===== src/rtl/hazard_pkg.sv =====
// Shared definitions for the hazard controller: stage bit indices, death FSM
// state encoding and default playfield geometry.
package hazard_pkg;

    localparam int ST_LEVEL_BEGIN   = 7;
    localparam int ST_INIT          = 6;
    localparam int ST_PIT_OPENING_1 = 5;
    localparam int ST_PIT_OPENED_1  = 4;
    localparam int ST_PIT_OPENING_2 = 3;
    localparam int ST_PIT_OPENED_2  = 2;
    localparam int ST_SPIKES        = 1;
    localparam int ST_SPIKES_OPENED = 0;

    typedef enum logic {
        ARMED = 1'b0,
        HOLD  = 1'b1
    } death_state_t;

    localparam int DEF_PIT1_X       = 200;
    localparam int DEF_PIT2_X       = 400;
    localparam int DEF_PIT_STEP     = 4;
    localparam int DEF_PIT_MAX      = 32;
    localparam int DEF_SPIKE_X0     = 500;
    localparam int DEF_SPIKE_X1     = 560;
    localparam int DEF_SPIKE_PERIOD = 30;
    localparam int DEF_FLOOR_Y      = 400;
    localparam int DEF_PLAYER_W     = 16;
    localparam int DEF_PLAYER_H     = 32;
    localparam int DEF_SCREEN_H     = 480;
    localparam int DEF_DEATH_HOLD   = 60;

    // Zero-extend a 10-bit screen coordinate so sums cannot overflow.
    function automatic logic [10:0] ext11(input logic [9:0] v);
        return {1'b0, v};
    endfunction

endpackage


===== src/rtl/hazard_ctrl_if.sv =====
// Signal bundle between the level FSM / physics / renderer and hazard_ctrl.
// Lives and game_over exist only when HAZARD_LIVES_EN is defined.
interface hazard_ctrl_if;
    logic       frame_tick;
    logic [7:0] stage;
    logic [9:0] player_x;
    logic [9:0] player_y;
    logic [9:0] pit1_w;
    logic [9:0] pit2_w;
    logic       pit1_done;
    logic       pit2_done;
    logic       spikes_up;
    logic       death;
    logic       death_active;
`ifdef HAZARD_LIVES_EN
    logic [1:0] lives;
    logic       game_over;

    modport master (
        output frame_tick, stage, player_x, player_y,
        input  pit1_w, pit2_w, pit1_done, pit2_done, spikes_up,
               death, death_active, lives, game_over
    );
    modport slave (
        input  frame_tick, stage, player_x, player_y,
        output pit1_w, pit2_w, pit1_done, pit2_done, spikes_up,
               death, death_active, lives, game_over
    );
`else
    modport master (
        output frame_tick, stage, player_x, player_y,
        input  pit1_w, pit2_w, pit1_done, pit2_done, spikes_up,
               death, death_active
    );
    modport slave (
        input  frame_tick, stage, player_x, player_y,
        output pit1_w, pit2_w, pit1_done, pit2_done, spikes_up,
               death, death_active
    );
`endif
endinterface


===== src/rtl/hazard_ctrl_pit_animator.sv =====
// One pit: widens by STEP on each enabled tick, saturating at MAX; done is
// registered alongside the width so both change on the same edge.
module pit_animator #(
    parameter int STEP = 4,
    parameter int MAX  = 32,
    parameter int W    = 10
) (
    input  logic         clk,
    input  logic         reset,
    input  logic         tick,
    input  logic         open_en,
    input  logic         clear,
    output logic [W-1:0] w,
    output logic         done
);

    logic [W:0]   sum;
    logic [W-1:0] w_nxt;

    assign sum   = {1'b0, w} + (W+1)'(STEP);
    assign w_nxt = (sum >= (W+1)'(MAX)) ? W'(MAX) : sum[W-1:0];

    always_ff @(posedge clk or posedge reset) begin
        if (reset) begin
            w    <= '0;
            done <= 1'b0;
        end else if (clear) begin
            w    <= '0;
            done <= 1'b0;
        end else if (tick && open_en) begin
            w    <= w_nxt;
            done <= (w_nxt == W'(MAX));
        end
    end

endmodule


===== src/rtl/hazard_ctrl.sv =====
// Pit/spike animation, player collision detection and post-death hold-off.
// Define HAZARD_LIVES_EN to add the 3-life counter and sticky game_over.
module hazard_ctrl
    import hazard_pkg::*;
#(
    parameter int PIT1_X       = DEF_PIT1_X,
    parameter int PIT2_X       = DEF_PIT2_X,
    parameter int PIT_STEP     = DEF_PIT_STEP,
    parameter int PIT_MAX      = DEF_PIT_MAX,
    parameter int SPIKE_X0     = DEF_SPIKE_X0,
    parameter int SPIKE_X1     = DEF_SPIKE_X1,
    parameter int SPIKE_PERIOD = DEF_SPIKE_PERIOD,
    parameter int FLOOR_Y      = DEF_FLOOR_Y,
    parameter int PLAYER_W     = DEF_PLAYER_W,
    parameter int PLAYER_H     = DEF_PLAYER_H,
    parameter int SCREEN_H     = DEF_SCREEN_H,
    parameter int DEATH_HOLD   = DEF_DEATH_HOLD
) (
    input  logic         clk,
    input  logic         reset,
    hazard_ctrl_if.slave hz
);

    localparam int SCW = $clog2(SPIKE_PERIOD + 1);
    localparam int HCW = $clog2(DEATH_HOLD + 1);

    logic lvl_begin;
    logic spike_en;
    logic unused_stage;

    assign lvl_begin    = hz.stage[ST_LEVEL_BEGIN];
    assign spike_en     = hz.stage[ST_SPIKES] | hz.stage[ST_SPIKES_OPENED];
    assign unused_stage = ^{hz.stage[ST_INIT], hz.stage[ST_PIT_OPENED_1],
                            hz.stage[ST_PIT_OPENED_2]};

    pit_animator #(.STEP(PIT_STEP), .MAX(PIT_MAX), .W(10)) u_pit1 (
        .clk     (clk),
        .reset   (reset),
        .tick    (hz.frame_tick),
        .open_en (hz.stage[ST_PIT_OPENING_1]),
        .clear   (lvl_begin),
        .w       (hz.pit1_w),
        .done    (hz.pit1_done)
    );

    pit_animator #(.STEP(PIT_STEP), .MAX(PIT_MAX), .W(10)) u_pit2 (
        .clk     (clk),
        .reset   (reset),
        .tick    (hz.frame_tick),
        .open_en (hz.stage[ST_PIT_OPENING_2]),
        .clear   (lvl_begin),
        .w       (hz.pit2_w),
        .done    (hz.pit2_done)
    );

    // Spike timer: free-running only while a spike stage is active.
    logic [SCW-1:0] spike_cnt;
    logic           spikes_up_q;

    always_ff @(posedge clk or posedge reset) begin
        if (reset) begin
            spike_cnt   <= '0;
            spikes_up_q <= 1'b0;
        end else if (lvl_begin || !spike_en) begin
            spike_cnt   <= '0;
            spikes_up_q <= 1'b0;
        end else if (hz.frame_tick) begin
            if (spike_cnt == SCW'(SPIKE_PERIOD - 1)) begin
                spike_cnt   <= '0;
                spikes_up_q <= ~spikes_up_q;
            end else begin
                spike_cnt <= spike_cnt + SCW'(1);
            end
        end
    end

    assign hz.spikes_up = spikes_up_q;

    // Collision: all geometry in 11 bits so x+W / y+H never wrap.
    logic [10:0] px, px_r, py, py_b;
    logic        grounded, pit1_hit, pit2_hit, spike_hit, fall_hit, hit;

    assign px   = ext11(hz.player_x);
    assign py   = ext11(hz.player_y);
    assign px_r = px + 11'(PLAYER_W);
    assign py_b = py + 11'(PLAYER_H);

    assign grounded  = (py_b >= 11'(FLOOR_Y));
    assign pit1_hit  = (hz.pit1_w != '0) && (px >= 11'(PIT1_X)) &&
                       (px_r <= 11'(PIT1_X) + ext11(hz.pit1_w)) && grounded;
    assign pit2_hit  = (hz.pit2_w != '0) && (px >= 11'(PIT2_X)) &&
                       (px_r <= 11'(PIT2_X) + ext11(hz.pit2_w)) && grounded;
    assign spike_hit = spikes_up_q && (px_r > 11'(SPIKE_X0)) &&
                       (px < 11'(SPIKE_X1)) && grounded;
    assign fall_hit  = (py >= 11'(SCREEN_H));
    assign hit       = pit1_hit | pit2_hit | spike_hit | fall_hit;

    // Death FSM
    death_state_t   state;
    logic [HCW-1:0] hold_cnt;
    logic           death_q;
    logic           death_active_q;
    logic           can_die;

`ifdef HAZARD_LIVES_EN
    logic [1:0] lives_q;
    logic       game_over_q;

    assign can_die      = ~game_over_q;
    assign hz.lives     = lives_q;
    assign hz.game_over = game_over_q;
`else
    assign can_die = 1'b1;
`endif

    always_ff @(posedge clk or posedge reset) begin
        if (reset) begin
            state          <= ARMED;
            hold_cnt       <= '0;
            death_q        <= 1'b0;
            death_active_q <= 1'b0;
`ifdef HAZARD_LIVES_EN
            lives_q        <= 2'd3;
            game_over_q    <= 1'b0;
`endif
        end else begin
            death_q <= 1'b0;
            case (state)
                ARMED: begin
                    if (hit && !lvl_begin && can_die) begin
                        state          <= HOLD;
                        hold_cnt       <= HCW'(DEATH_HOLD);
                        death_q        <= 1'b1;
                        death_active_q <= 1'b1;
`ifdef HAZARD_LIVES_EN
                        lives_q        <= lives_q - 2'd1;
                        if (lives_q == 2'd1)
                            game_over_q <= 1'b1;
`endif
                    end
                end
                HOLD: begin
                    // Leave on the tick that would bring the count to zero.
                    if (hz.frame_tick) begin
                        if (hold_cnt <= HCW'(1)) begin
                            state          <= ARMED;
                            hold_cnt       <= '0;
                            death_active_q <= 1'b0;
                        end else begin
                            hold_cnt <= hold_cnt - HCW'(1);
                        end
                    end
                end
                default: begin
                    state          <= ARMED;
                    hold_cnt       <= '0;
                    death_active_q <= 1'b0;
                end
            endcase
        end
    end

    assign hz.death        = death_q;
    assign hz.death_active = death_active_q;

endmodule


===== src/flat_wrapper.sv =====
// flat-port wrapper written by rule: the top's interface ports become plain ports
module hazard_ctrl_flat import hazard_pkg::*;
#(
    parameter int PIT1_X       = DEF_PIT1_X,
    parameter int PIT2_X       = DEF_PIT2_X,
    parameter int PIT_STEP     = DEF_PIT_STEP,
    parameter int PIT_MAX      = DEF_PIT_MAX,
    parameter int SPIKE_X0     = DEF_SPIKE_X0,
    parameter int SPIKE_X1     = DEF_SPIKE_X1,
    parameter int SPIKE_PERIOD = DEF_SPIKE_PERIOD,
    parameter int FLOOR_Y      = DEF_FLOOR_Y,
    parameter int PLAYER_W     = DEF_PLAYER_W,
    parameter int PLAYER_H     = DEF_PLAYER_H,
    parameter int SCREEN_H     = DEF_SCREEN_H,
    parameter int DEATH_HOLD   = DEF_DEATH_HOLD
)
  (clk, reset, hz_frame_tick, hz_stage, hz_player_x, hz_player_y, hz_pit1_w, hz_pit2_w, hz_pit1_done, hz_pit2_done, hz_spikes_up, hz_death, hz_death_active);
  hazard_ctrl_if hz_i ();
  input  logic clk;
  input  logic reset;
  input wire logic [$bits(hz_i.frame_tick)-1:0] hz_frame_tick;
  input wire logic [$bits(hz_i.stage)-1:0] hz_stage;
  input wire logic [$bits(hz_i.player_x)-1:0] hz_player_x;
  input wire logic [$bits(hz_i.player_y)-1:0] hz_player_y;
  output wire logic [$bits(hz_i.pit1_w)-1:0] hz_pit1_w;
  output wire logic [$bits(hz_i.pit2_w)-1:0] hz_pit2_w;
  output wire logic [$bits(hz_i.pit1_done)-1:0] hz_pit1_done;
  output wire logic [$bits(hz_i.pit2_done)-1:0] hz_pit2_done;
  output wire logic [$bits(hz_i.spikes_up)-1:0] hz_spikes_up;
  output wire logic [$bits(hz_i.death)-1:0] hz_death;
  output wire logic [$bits(hz_i.death_active)-1:0] hz_death_active;
  assign hz_i.frame_tick = hz_frame_tick;
  assign hz_i.stage = hz_stage;
  assign hz_i.player_x = hz_player_x;
  assign hz_i.player_y = hz_player_y;
  assign hz_pit1_w = hz_i.pit1_w;
  assign hz_pit2_w = hz_i.pit2_w;
  assign hz_pit1_done = hz_i.pit1_done;
  assign hz_pit2_done = hz_i.pit2_done;
  assign hz_spikes_up = hz_i.spikes_up;
  assign hz_death = hz_i.death;
  assign hz_death_active = hz_i.death_active;
  hazard_ctrl #(.PIT1_X(PIT1_X), .PIT2_X(PIT2_X), .PIT_STEP(PIT_STEP), .PIT_MAX(PIT_MAX), .SPIKE_X0(SPIKE_X0), .SPIKE_X1(SPIKE_X1), .SPIKE_PERIOD(SPIKE_PERIOD), .FLOOR_Y(FLOOR_Y), .PLAYER_W(PLAYER_W), .PLAYER_H(PLAYER_H), .SCREEN_H(SCREEN_H), .DEATH_HOLD(DEATH_HOLD)) u_core (.clk(clk), .reset(reset), .hz(hz_i));
endmodule

===== config.mk =====
export PLATFORM = sky130hd
export DESIGN_NAME = hazard_ctrl_flat
export DESIGN_NICKNAME = d
export VERILOG_FILES = /design/src/rtl/hazard_pkg.sv /design/src/rtl/hazard_ctrl_if.sv /design/src/rtl/hazard_ctrl_pit_animator.sv /design/src/rtl/hazard_ctrl.sv /design/src/flat_wrapper.sv
export SDC_FILE = /design/constraint.sdc
export NUM_CORES = 1
export LEC_CHECK = 0
export ABC_AREA = 0
export BUFFER_PORTS_ARGS = -buffer_cell sky130_fd_sc_hd__buf_4
export CAP_MARGIN = 10
export CORE_MARGIN = 3
export CORE_UTILIZATION = 55
export CTS_BUF_LIST = sky130_fd_sc_hd__clkbuf_16
export DETAILED_ROUTE_END_ITERATION = 8
export GPL_TIMING_DRIVEN = 0
export PLACE_DENSITY = 0.78
export SETUP_SLACK_MARGIN = 0.5
export SYNTH_ARGS = -nofsm -noshare
export SYNTH_HDL_FRONTEND = slang
export SYNTH_HIERARCHICAL = 1
export SYNTH_SLANG_ARGS = --single-unit
export TNS_END_PERCENT = 5

===== constraint.sdc =====
create_clock -name clk -period 3.7 [get_ports clk]
set_clock_uncertainty 0.1 [all_clocks]
set_input_delay 0.925 -clock clk [delete_from_list [all_inputs] [get_ports clk]]
set_output_delay 0.925 -clock clk [all_outputs]
set_load 0.02 [all_outputs]

==> results by group, run 1 <==
Run status
  • Status: finished, final reports clean

Die
  • Die area: around 6500 sq um
  • Chip height: roughly 80 microns
  • Row cnt: 26
  • Initial core utilization: between 50% and 60%
  • Die X: roughly 80 microns
  • Core area: around 5200 sq um
  • I/O pin cnt: 56

Setup path
  • Arrival time worst endpoint: around 3400 ps
  • FF-to-FF setup slack: between 300 and 400 ps
  • Critical Path RT: about 3800 ps
  • CP Launch Type: input pin
  • Crit-path max FO: 6
  • Kind of critical path: input pin to register
  • CP endpoint kind: register

Timing
  • Endpoints failing setup: 0
  • Slew HR: 38.8%
  • Worst-Margin Slew: between 900 and 1000 ps
  • Min cycle time layout: between 3000 and 4000 ps
  • Unrepaired setup endpoints after global routing: true
  • Final hold violations: 0
  • WHS: around 410 ps
  • Fin crit share: about nine tenths
  • Max Slew Vio Count: 0
  • F_max: approximately 0.30 GHz
  • Setup tns final: 0 ps

Final layout
  • Fin util: between 70% and 80%
  • Final nets: around 480
  • Design Area, Final: ~3900 sq um
  • Diode count: 0
  • Synth-to-layout area growth: 28.8%
  • Share of cells above drive strength 1: a little over a quarter
  • Multi-input gate area in the final layout: between 2000 and 2500 sq um
  • Fillers: ~400
  • Sequential cell area: between 900 and 1000 sq um

Clocking
  • TritonCTS clock tree: done
  • Hold buffers post-CTS: 0
  • Clock-pin slew on the worst setup and hold paths: about 60 ps
  • Clock Tree Buf Depth: 2
  • Clk root buf: clkbuf_16
  • CTS sink cnt: 37
  • # H-tree levels: 2
  • Clock Latency Late Sink: 280 ps
  • Num CTS Buffers: 5

Pwr
  • Share of power burned in registers: between 40% and 50%
  • Clk pwr share: 32.0%
  • Lkg Pwr: roughly 1.8 nW
  • Power Dens Cells: roughly 330 nW/um^2
  • Net Sw Frac: between 30% and 40%
  • Worst VDD drop: about 0.00021 V
  • Sw Pwr: slightly below 0.4 mW
  • Internal power: between 0.8 and 0.9 mW
  • Logic pwr share: between 20 and 30%

Yosys
  • Top-area cell type share of the netlist area: between 30 and 40%
  • Post-synth cell types: 58
  • Number of flops mapped to enable cells by yosys: 0
  • Seq/Total Area, Yosys: between 30 and 40%
  • Most frequent cells after synthesis: dfrtp_1 (37), ha_1 (37), nand2_1 (32)
  • Synth warnings: 6
  • Asr flop ratio synth: 100%
  • Synth top area cells: dfrtp_1 (30%), ha_1 (15%), nand2_1 (3.9%)
  • Syn Inst Count: about 350
  • Synth area leader: dfrtp_1
  • Main flop type after synthesis: dfrtp_1
  • Post-Syn Area: between 3000 and 4000 sq um
  • Mean Syn Cell Area: 8.82 sq um
  • Post-synth net total: ~410
  • Flops & latches, synth: 37

Routing
  • Drt initial violations: about 200
  • Vias: a little under 3000
  • Drt first pass iters: 4
  • Drt total wl: 7830 microns
  • Residual DRC count: 0
  • WL per Instance: 16.3 microns
  • Antenna Nets Post-Route: 0
  • Post-DR vias/cell: around 6

GRT
  • Met2 usage: a little over two fifths
  • GRT Util Overall: 24.7%
  • Most used routing layer: met2
  • Remaining Overflow, GRT: 0
  • GR Util met1: 30.1%
  • Met3 Use GR: 4.15%
  • First-pass GRT wire length: ~12000 microns
  • Pin count of the biggest net entering global routing: 16
  • Vias in the first global route: between 2000 and 3000
  • Initial antenna violation count: 0

Min path
  • Worst hold path type: register to register

Flow run
  • Max-Cap Viols: 0

Placed design
  • RePlAce Congestion: just over 0.9
  • Final HPWL DP: 5660 microns
  • IO buf count: slightly below 50
  • DP Area: 3560 sq um
==> sequential cells by signal, indices dropped and copies added (netlist names) <==
name                    count
u_core/hold_cnt             6
u_core/hz.death             1
u_core/hz.death_active      1
u_core/hz.spikes_up         1
u_core/spike_cnt            5
u_core/state                1
u_core/u_pit1/done          1
u_core/u_pit1/w            10
u_core/u_pit2/done          1
u_core/u_pit2/w            10
==> per-stage QoR <==
| step | instances | worst slack [ps] | total power [mW] |
|---|---|---|---|
| after global placement | 464 | -69.7 | 0.821 |
| after CTS | 479 | 342 | 1.26 |
| after detailed placement | 464 | -144 | 0.839 |
| after floorplan | 345 | 304 | 0.730 |
| final | 481 | 317 | 1.27 |
| after global routing | 481 | 176 | 1.35 |
==> power groups by stage <==
stage	logic (mW)	clock network, mW	registers, mW
after floorplan	0.214	0	0.516
after global placement	0.309	0	0.512
after detailed placement	0.324	0	0.515
after CTS	0.342	0.410	0.509
after global routing	0.400	0.431	0.517
final	0.357	0.407	0.510
==> placed cells by master (no fill, tap or decap), types with 10 or more instances in the layout <==
cell / count
ha_1: 33
o21ai_1: 10
buf_4: 56
nand2_1: 31
nand3_1: 13
dfrtp_1: 36
inv_1: 22
a21oi_1: 14
nor2_1: 26
==> final cells by class <==
| cell class | count | share of cell area, % |
|---|---|---|
| multi-input combinational | 277 | 54.7 |
| tap | 70 | 2.23 |
| clock inverter | 3 | 0.351 |
| timing repair buffer | 58 | 11.6 |
| inverter | 22 | 2.20 |
| clock buffer | 5 | 3.19 |
| buffer | 9 | 2.04 |
| sequential | 37 | 23.7 |
==> repair_timing <==
item | in CTS | in global routing
resized for setup | 15 | 11
setup endpoints to repair | 8 | 8
buffers inserted | 7 | 2
pin swaps | 10 | 10
==> final timing paths <==
path	cells past startpoint	endpoint	startpoint
setup / recovery	12	u_core/hold_cnt[5]	hz_player_x[4]
hold / removal	1	u_core/hz.death_active	u_core/hz.death_active
setup reg to reg	12	u_core/hold_cnt[5]	u_core/u_pit1/w[3]
hold reg to reg	1	u_core/hz.death_active	u_core/hz.death_active
max in group asynchronous	2	u_core/spike_cnt[2]	reset
min in group asynchronous	2	u_core/u_pit1/w[1]	reset
==> worst max-delay path, stage by stage <==
cell and delay, ps:
buf_12 110, ha_4 180, xor2_2 170, ha_1 310, nand4_1 170, o211ai_1 240
a31oi_1 80, a222oi_1 440, o31ai_1 130, a22o_1 230, buf_6 130, or3_4 310
==> routing by layer <==
layer | vias up | wire length, microns | part of all wire (%)
met1 | 1408 | 3300 | 42
met4 | 0 | 150 | 1.9
met2 | 70 | 4030 | 52
li1 | 1397 | - | -
met5 | - | 0 | 0
met3 | 13 | 344 | 4.4
==> cells by family after synthesis <==
| logic type | synth area share, % |
|---|---|
| simple gates | 26.6 |
| compound gates | 18.0 |
| fa+ha+maj | 15.2 |
| flops | 30.4 |
| buf+inv | 4.32 |
| xor+xnor | 3.74 |
| mux | 1.65 |
Power figures use the tool's default switching activity.
==> run 2, diff against run 1 <==
==> constraint.sdc (replaced) <==
create_clock -name clk -period 3.2 [get_ports clk]
set_clock_uncertainty 0.1 [all_clocks]
set_input_delay 0.48 -clock clk [delete_from_list [all_inputs] [get_ports clk]]
set_output_delay 0.48 -clock clk [all_outputs]
set_load 0.02 [all_outputs]
==> results by group, run 2 (synthesized netlist as in run 1, its figures left out) <==
Setup path
  • Arrival time worst endpoint: 3130 ps (-310 ps)
  • Crit-path cells: ha_4 -> a21oi_4 -> xnor2_1 -> ha_1 -> nand4_1 -> o211ai_1 -> a31oi_1 -> a222oi_1 -> o31ai_1 -> a22o_1 -> buf_6 -> or3_4
  • CP max stage cell: dfrtp_2
  • Kind of critical path: register to register
  • Worst path max stage delay: 450 ps (about the same)
  • Critical Path RT: 3260 ps (-500 ps)
  • Setup crit start: u_core/u_pit1/w[4]
  • Crit-path max FO: 8 (+2)
  • CP Launch Type: register
  • CP endpoint kind: register
  • Worst R2R Start: u_core/u_pit1/w[4]

Clocking
  • Clock Latency Late Sink: 280 ps (about the same)
  • Clk root buf: clkbuf_16
  • Num CTS Buffers: 5 (unchanged)
  • Clock-pin slew on the worst setup and hold paths: 60 ps (about the same)
  • CTS sink cnt: 37 (unchanged)
  • # H-tree levels: 2 (unchanged)
  • TritonCTS clock tree: done
  • Hold buffers post-CTS: 0 (unchanged)
  • Clock Tree Buf Depth: 2 (unchanged)

Die
  • Initial core utilization: 58.1% (unchanged)
  • Chip height: 80.4 microns (unchanged)
  • I/O pin cnt: 56 (unchanged)
  • Core area: 5240 sq um (unchanged)
  • Die area: 6460 sq um (unchanged)
  • Die X: 80.4 microns (unchanged)
  • Row cnt: 26 (unchanged)

GRT
  • Remaining Overflow, GRT: 0 (unchanged)
  • Pin count of the biggest net entering global routing: 16 (unchanged)
  • First-pass GRT wire length: 12400 microns (-0.44%)
  • GRT Util Overall: 24.5% (-0.21 points)
  • Vias in the first global route: 2677 (-3.3%)
  • Initial antenna violation count: 0 (unchanged)

Pwr
  • Lkg Pwr: 1.80 nW (+0.42%)
  • Logic pwr share: 24.3% (-3.7 points)
  • Power Dens Cells: 416 nW/um^2 (+28%)
  • Clk pwr share: 39.6% (+7.6 points)
  • Share of power burned in registers: 36.1% (-3.9 points)
  • Internal power: 1.16 mW (+33%)
  • Net Sw Frac: 28.4% (-2.8 points)
  • Worst VDD drop: 0.000301 V (+42%)
  • Sw Pwr: 0.460 mW (+16%)

Timing
  • Fin crit share: just under 100%
  • Setup tns final: 0 ps (unchanged)
  • Worst-Margin Slew: 882 ps (-27.9 ps)
  • Max Slew Vio Count: 0 (unchanged)
  • Slew HR: 40.6% (+1.9 points)
  • Endpoints failing setup: 0 (unchanged)
  • Final hold violations: 0 (unchanged)
  • F_max: ~0.33 GHz
  • Min cycle time layout: between 3000 and 4000 ps
  • Unrepaired setup endpoints after global routing: true

Routing
  • WL per Instance: 16.0 microns (-1.6%)
  • Antenna Nets Post-Route: 0 (unchanged)
  • Residual DRC count: 0 (unchanged)
  • Drt initial violations: 215 (+7.0%)
  • Drt total wl: 7740 microns (-1.2%)
  • Vias: 2899 (+0.38%)
  • Post-DR vias/cell: 6.00 (about the same)
  • Drt first pass iters: 5 (+1)

Min path
  • Worst hold path type: input pin to async pin

Final layout
  • Sequential cell area: 932 sq um (+0.54%)
  • Diode count: 0 (unchanged)
  • Fillers: 398 (+1.0%)
  • Share of cells above drive strength 1: 27.1% (+0.60 points)
  • Multi-input gate area in the final layout: 2080 sq um (-3.0%)
  • Final nets: 480 (+0.42%)
  • Most frequent cells in the layout: buf_4 (60), ha_1 (34), dfrtp_1 (32)
  • Fin util: 74.5% (-0.33 points)
  • Synth-to-layout area growth: 28.3%
  • Commonest non-fill, non-tap cell in the layout: buf_4
  • Top flop regs: u_core/u_pit1/w x10, u_core/u_pit2/w x10, u_core/hold_cnt x6

Flow run
  • Max-Cap Viols: 0 (unchanged)

Run status
  • Status: finished, final reports clean

Placed design
  • Final HPWL DP: 5600 microns (-1.0%)
  • IO buf count: 49 (unchanged)
  • RePlAce Congestion: 0.854 (-8.4%)
-- run 2: cell count changes in the layout (fill, tap and decap cells not counted), moves of 2 or more --
cell	previous run	this run
bufinv_16	0	2
dfrtp_1	36	32
buf_4	56	60
dfrtp_2	1	5
ha_4	4	2
xnor2_4	2	0
-- run 2: routing by layer --
layer	part of all wire [%]	GRT usage, %
met5	0	0
met2	51	41.1
met4	1.0	7.09
met1	44	32.0
met3	4.1	4.48
-- run 2: critical path: cells and delay by family (launching register included) --
family / cells / cell delay (ps)
flip-flops: 1 / 450
buffers and inverters: 1 / 140
XOR/XNOR: 1 / 100
adder cells (fa/ha/maj): 2 / 500
AO/OA/AOI/OAI: 6 / 1230
AND/OR/NAND/NOR: 2 / 440
-- run 2: repair_timing --
action,CTS,global route
resized for setup,8,6
hold endpoints to repair,0,0
setup endpoints to repair,9,9
pin swaps,8,7
setup buffers,8,3
-- run 2: worst paths after layout --
kind | to | slack, ps | cells after the start
setup / recovery | u_core/hold_cnt[5] | 130 | 12
hold / removal | u_core/u_pit2/w[2] | 130 | 2
setup reg to reg | u_core/hold_cnt[5] | 130 | 12
hold reg to reg | u_core/hz.death_active | 400 | 1
max in group asynchronous | u_core/spike_cnt[0] | 2440 | 2
min in group clk | u_core/hz.death_active | 400 | 1
-- run 2: power by group through the flow --
stage | logic [mW] | registers [mW] | clock network [mW]
3_5_place_dp | 0.373 | 0.596 | 0
2_1_floorplan | 0.247 | 0.597 | 0
4_1_cts | 0.384 | 0.586 | 0.654
6_report | 0.394 | 0.587 | 0.643
3_3_place_gp | 0.357 | 0.592 | 0
5_1_grt | 0.438 | 0.595 | 0.672
-- run 2: area by class of cell --
cell class,count,area share [%]
Multi-Input combinational cell,277,53.3
Sequential cell,37,23.9
Timing Repair Buffer,60,11.5
Clock buffer,5,3.21
Tap cell,70,2.25
Inverter,22,2.12
Buffer,9,2.05
Clock inverter,3,1.67
-- run 2: metrics by stage --
| stage | instance area (sq um) | hold WS (ps) | setup slack (ps) | power (mW) | instances |
|---|---|---|---|---|---|
| floorplan | 3110 | 232 | 249 | 0.844 | 345 |
| global placement | 3560 | 377 | -84.6 | 0.949 | 464 |
| detailed placement | 3560 | 384 | -150 | 0.969 | 464 |
| CTS | 3850 | 149 | 131 | 1.62 | 480 |
| global route | 3900 | 175 | -4.32 | 1.70 | 483 |
| finish | 3900 | 131 | 127 | 1.62 | 483 |
